<file path="src/rtl/ycc_arb_pkg.sv">
// Shared definitions for the two-requester RGB-to-YCbCr converter arbiter:
// FSM encoding, default parameters and component packing order of the pixel buses.
package ycc_arb_pkg;

    localparam int unsigned DefDsize = 16;
    localparam int unsigned DefLat   = 3;
    localparam int unsigned DefBurst = 16;

    typedef logic [1:0] state_t;

    localparam state_t StIdle = 2'd0;
    localparam state_t StGnt0 = 2'd1;
    localparam state_t StGnt1 = 2'd2;

    // Component slot index within a 3*DSIZE bus; slot 2 is the most significant.
    localparam int unsigned RgbRPos  = 2;
    localparam int unsigned RgbGPos  = 1;
    localparam int unsigned RgbBPos  = 0;
    localparam int unsigned YccYPos  = 2;
    localparam int unsigned YccCbPos = 1;
    localparam int unsigned YccCrPos = 0;

endpackage

</file>
<file path="src/rtl/ycc_tag_pipe.sv">
// Fixed-length delay line carrying {valid, id} tags alongside the shared converter.
// A synchronous clear wipes every stage so in-flight tags are discarded.
module ycc_tag_pipe #(
    parameter int unsigned LAT = 3,
    parameter int unsigned W   = 2
) (
    input  logic         clock,
    input  logic         clear,
    input  logic [W-1:0] din,
    output logic [W-1:0] dout
);

    logic [W-1:0] stage_q [LAT];

    always_ff @(posedge clock) begin
        if (clear) begin
            for (int i = 0; i < LAT; i++) begin
                stage_q[i] <= '0;
            end
        end else begin
            stage_q[0] <= din;
            for (int i = 1; i < LAT; i++) begin
                stage_q[i] <= stage_q[i-1];
            end
        end
    end

    assign dout = stage_q[LAT-1];

endmodule

</file>
<file path="src/rtl/ycc_share_arb.sv">
// Round-robin burst arbiter sharing one external RGB-to-YCbCr converter between two
// requesters; results are tagged with their owner and checked against cv_de_ret.
module ycc_share_arb
    import ycc_arb_pkg::*;
#(
    parameter int unsigned DSIZE = DefDsize,
    parameter int unsigned LAT   = DefLat,
    parameter int unsigned BURST = DefBurst
) (
    input  logic               clock,
    input  logic               reset,
    input  logic               req0_valid,
    output logic               req0_ready,
    input  logic [3*DSIZE-1:0] req0_rgb,
    input  logic               req1_valid,
    output logic               req1_ready,
    input  logic [3*DSIZE-1:0] req1_rgb,
    output logic               cv_de,
    output logic [DSIZE-1:0]   cv_R,
    output logic [DSIZE-1:0]   cv_G,
    output logic [DSIZE-1:0]   cv_B,
    input  logic               cv_de_ret,
    input  logic [DSIZE-1:0]   cv_Y,
    input  logic [DSIZE-1:0]   cv_Cb,
    input  logic [DSIZE-1:0]   cv_Cr,
    output logic               out_valid,
    output logic               out_id,
    output logic [3*DSIZE-1:0] out_ycc,
    output logic               err
);

    localparam int unsigned CntW  = $clog2(BURST + 1);
    localparam int unsigned MaskW = $clog2(LAT + 2);

    state_t            state_q, state_d;
    logic [CntW-1:0]   cnt_q, cnt_d;
    logic              rr_q, rr_d;
    logic              xfer0, xfer1, xfer, burst_done;
    logic              own_id, own_valid, other_valid;
    logic [3*DSIZE-1:0] xfer_rgb;
    logic              cv_id_q;
    logic              tag_valid, tag_id;
    logic [MaskW-1:0]  mask_q;

    assign req0_ready  = (state_q == StGnt0);
    assign req1_ready  = (state_q == StGnt1);
    assign xfer0       = req0_valid & req0_ready;
    assign xfer1       = req1_valid & req1_ready;
    assign xfer        = xfer0 | xfer1;
    assign burst_done  = xfer && (cnt_q == CntW'(BURST - 1));
    assign own_id      = (state_q == StGnt1);
    assign own_valid   = own_id ? req1_valid : req0_valid;
    assign other_valid = own_id ? req0_valid : req1_valid;
    assign xfer_rgb    = xfer1 ? req1_rgb : req0_rgb;

    // rr_q names the requester favoured on the next contended grant.
    always_comb begin
        state_d = state_q;
        cnt_d   = cnt_q;
        rr_d    = rr_q;
        case (state_q)
            StIdle: begin
                if (req1_valid && (!req0_valid || rr_q)) begin
                    state_d = StGnt1;
                    cnt_d   = '0;
                    rr_d    = 1'b0;
                end else if (req0_valid) begin
                    state_d = StGnt0;
                    cnt_d   = '0;
                    rr_d    = 1'b1;
                end
            end
            StGnt0, StGnt1: begin
                if (!own_valid || burst_done) begin
                    if (other_valid) begin
                        state_d = own_id ? StGnt0 : StGnt1;
                        cnt_d   = '0;
                        rr_d    = own_id;
                    end else if (own_valid) begin
                        cnt_d = '0;
                    end else begin
                        state_d = StIdle;
                    end
                end else if (xfer) begin
                    cnt_d = cnt_q + CntW'(1);
                end
            end
            default: state_d = StIdle;
        endcase
    end

    always_ff @(posedge clock) begin
        if (reset) begin
            state_q <= StIdle;
            cnt_q   <= '0;
            rr_q    <= 1'b0;
            cv_de   <= 1'b0;
            cv_id_q <= 1'b0;
        end else begin
            state_q <= state_d;
            cnt_q   <= cnt_d;
            rr_q    <= rr_d;
            cv_de   <= xfer;
            if (xfer) begin
                cv_id_q <= xfer1;
            end
        end
    end

    // Converter input data is deliberately left unreset.
    always_ff @(posedge clock) begin
        if (xfer) begin
            cv_R <= xfer_rgb[RgbRPos*DSIZE +: DSIZE];
            cv_G <= xfer_rgb[RgbGPos*DSIZE +: DSIZE];
            cv_B <= xfer_rgb[RgbBPos*DSIZE +: DSIZE];
        end
    end

    ycc_tag_pipe #(
        .LAT (LAT),
        .W   (2)
    ) u_tag_pipe (
        .clock (clock),
        .clear (reset),
        .din   ({cv_de, cv_id_q}),
        .dout  ({tag_valid, tag_id})
    );

    always_ff @(posedge clock) begin
        if (reset) begin
            out_valid <= 1'b0;
            out_id    <= 1'b0;
        end else begin
            out_valid <= tag_valid;
            if (tag_valid) begin
                out_id <= tag_id;
            end
        end
    end

    always_ff @(posedge clock) begin
        if (tag_valid) begin
            out_ycc[YccYPos*DSIZE +: DSIZE]  <= cv_Y;
            out_ycc[YccCbPos*DSIZE +: DSIZE] <= cv_Cb;
            out_ycc[YccCrPos*DSIZE +: DSIZE] <= cv_Cr;
        end
    end

    // Returns of pixels discarded by reset may still arrive; ignore them until the
    // converter has drained.
    always_ff @(posedge clock) begin
        if (reset) begin
            mask_q <= MaskW'(LAT + 1);
            err    <= 1'b0;
        end else if (mask_q != '0) begin
            mask_q <= mask_q - MaskW'(1);
        end else if (tag_valid != cv_de_ret) begin
            err <= 1'b1;
        end
    end

endmodule

</file>
<file path="config.mk">
export PLATFORM = sky130hd
export DESIGN_NAME = ycc_share_arb
export DESIGN_NICKNAME = d
export VERILOG_FILES = /design/src/rtl/ycc_arb_pkg.sv /design/src/rtl/ycc_tag_pipe.sv /design/src/rtl/ycc_share_arb.sv
export SDC_FILE = /design/constraint.sdc
export NUM_CORES = 1
export LEC_CHECK = 0
export CAP_MARGIN = 20
export CORE_ASPECT_RATIO = 2
export CORE_MARGIN = 2
export CORE_UTILIZATION = 34
export DETAILED_ROUTE_END_ITERATION = 10
export PLACE_DENSITY = 0.76
export SLEW_MARGIN = 30
export SYNTH_ARGS = -nofsm -noshare
export SYNTH_HDL_FRONTEND = slang
export SYNTH_SLANG_ARGS = --single-unit
</file>
<file path="constraint.sdc">
create_clock -name clock -period 5.2 [get_ports clock]
set_input_delay 0.78 -clock clock [delete_from_list [all_inputs] [get_ports clock]]
set_output_delay 0.78 -clock clock [all_outputs]
set_load 0.01 [all_outputs]
</file>
==> reports/metrics.cfg <==
[clock_network]
cts_tree=yes
cts_buffer_depth=2
cts-resized-gates=0
clk_latency_ns=0.40
h-tree-depth=4
postCtsSetupRepairBufs=0
clkTransAtPathRegs_ns=0.06
ctsHoldBuffers=0
root_buffer=clkbuf_16
numCtsBuffers=17
clkSinkCount=118

[logic_synthesis]
synth_top_family_by_area=multiplexers
avgSynthCellArea_um2=17.0
synthTopCellsByCount=edfxtp_1 (96), mux2_2 (48), dfxtp_1 (22)
yosysMostFrequentCell=edfxtp_1
synth_top_area_share_pct=63.3
synthMuxAreaShare_pct=12.8
synth_cells=267
synth-xor-area-share_pct=0.385
ys_ff_latch=118
synth_area_um2=4550
synth_area_leaders=edfxtp_1 (63%), mux2_2 (12%), dfxtp_1 (9.7%)
synth-simple-area-share_pct=6.21
synth_area_leader_cell=edfxtp_1
synth_fa_ha_area_share_pct=2.20
synth_ff_type=edfxtp_1
synth.yosys.seq_area_share_pct=73.0
yosysUniqueCellTypes=41
async_flop_share_pct=0
synth_edf_count=96
synth_compound_area_share_pct=3.71
syn_nets=424
yosysWarningCount=0

[die]
pin_count=251
rows=59
dieWidth_um=85.8
coreArea_um2=13100
start_util_pct=34.8
dieArea_um2=14400
die_h_um=168

[worst_hold_path]
min-delay-start=u_tag_pipe.stage_q[0][2]
holdCritPathClass=flip-flop to flip-flop

[sta]
hold_viol=0
fmax_mhz=372
post-route-min-period_ns=2.69
final_max_slew_viol_count=0
hold_slack_ns=0.429
worstMarginPinSlew_ns=0.682
fin_tns_setup_ns=0
worst_slack_ns=2.51
fin_crit_sh_pct=51.6
rsz0062_at_grt=no
setup_viol=0
fin_skew_ns=0.0109
slew_headroom_pct=54.5

[drt]
wl_um=12400
ant_nets=0
first_iter_violations=133
avgViaCountPerCell=4.74
wl_per_cell_um=17.9
first_pass_iters=9
drc=21
vias=3282

[worst_setup_path]
cp-end-kind=flip-flop
path_cells=clkdlybuf4s50_1, nand2_2, buf_4, o2bb2ai_2, a2111o_1, mux2_1
arrival_ns=2.97
cp_slowest_cell=clkdlybuf4s50_1
crit_fanout=51
crit_path_start=req1_valid
required_ns=5.49
reg2reg_from=state_q[0]
worstSetupStartpointType=input port
crit_type=input port to flip-flop
worst_path_largest_cell_delay_ns=0.55

[run_status]
violations=DRC
status=complete, but fails checks

[power_and_ir_drop]
power_mw=3.14
leakage_nw=2.79
peakVddDrop_uv=386
p_per_area_nw_per_um2=401

[placed_design]
pre_cts_ws_ns=2.08
place_congestion=0.768
place_area_um2=7230
hpwl_um=9150
dp.cells=661
port_buffers=250

[grt]
grt_first_pass_wirelength_um=18500
grt_max_degree=52
gr-usage-all-layers_pct=17.1
overflow=0
antenna_found_initial=0
grt_pass1_vias=3453

[layout]
utilization_pct=60.0
nets=685
syn2layout_area_growth_pct=72.3
antennaDiodeCount=0
final_cell_count_no_fill=693
design_area_um2=7850
drive_above_1_share_pct=16.3

[flow_run]
drv_cap=0

area by class of cell:
type / count / area, um2
clock buffers: 17 / 425
clock inverters: 15 / 191
repair buffers: 253 / 2520
flip-flops and latches: 118 / 3320
fillers: 994 / 5220
multi-input cells: 130 / 1160
inverters: 8 / 30.0
well taps: 152 / 190
cells in the final DEF (no fill, tap or decap), drive strengths merged, types with 7 or more instances in the layout:
cell type,netlist,routed
ha,8,8
nor2,7,7
inv,8,15
clkbuf,2,17
edfxtp,96,96
nand2b,7,7
dfxtp,22,22
nor2b,11,11
nand2,7,7
mux2,49,49
clkdlybuf4s50,0,250
kinds of logic (layout without fill, tap and decap cells):
kind of cell / Yosys count / count (layout)
flip-flops: 118 / 118
AND/OR/NAND/NOR: 47 / 47
XOR/XNOR: 2 / 2
adder cells (fa/ha/maj): 8 / 8
AO/OA/AOI/OAI: 21 / 21
buffers and inverters: 19 / 293
multiplexers: 52 / 52
critical path: cells and delay by family:
family	cells	cell delay (ns)
AOI/OAI and AO/OA	2	0.63
and+or+nand+nor	1	0.15
buffers and inverters	2	1.10
muxes	1	0.31
per-layer routing:
metal  vias up  global-route usage (%)  share of wire [%]
met5         -                       0                  0
met4         0                    6.49                1.7
met3        12                    6.41                8.3
met2       166                    30.9                 56
met1      1568                    17.6                 34
li1       1536                       -                  -
flip-flops by register name, indices dropped and copies added (netlist names):
name and cells:
cnt_q 5, cv_B 16, cv_G 16, cv_R 16
cv_de 1, cv_id_q 1, err 1, mask_q 3
out_id 1, out_valid 1, out_ycc 48, rr_q 1
state_q 2, u_tag_pipe.stage_q 6
worst paths after layout:
check	end	slack, ns	cells after the start
worst max-delay path	rr_q	2.51	6
worst min-delay path	u_tag_pipe.stage_q[0][4]	0.43	1
worst max register to register	rr_q	2.66	7
worst min register to register	u_tag_pipe.stage_q[0][4]	0.43	1
power by group:
| group | switching [mW] | total, mW | internal [mW] |
|---|---|---|---|
| clock network | 0.450 | 1.22 | 0.767 |
| logic | 0.325 | 0.707 | 0.382 |
| registers | 0.0428 | 1.22 | 1.18 |
Note: power is estimated with default switching activity, not from simulation.
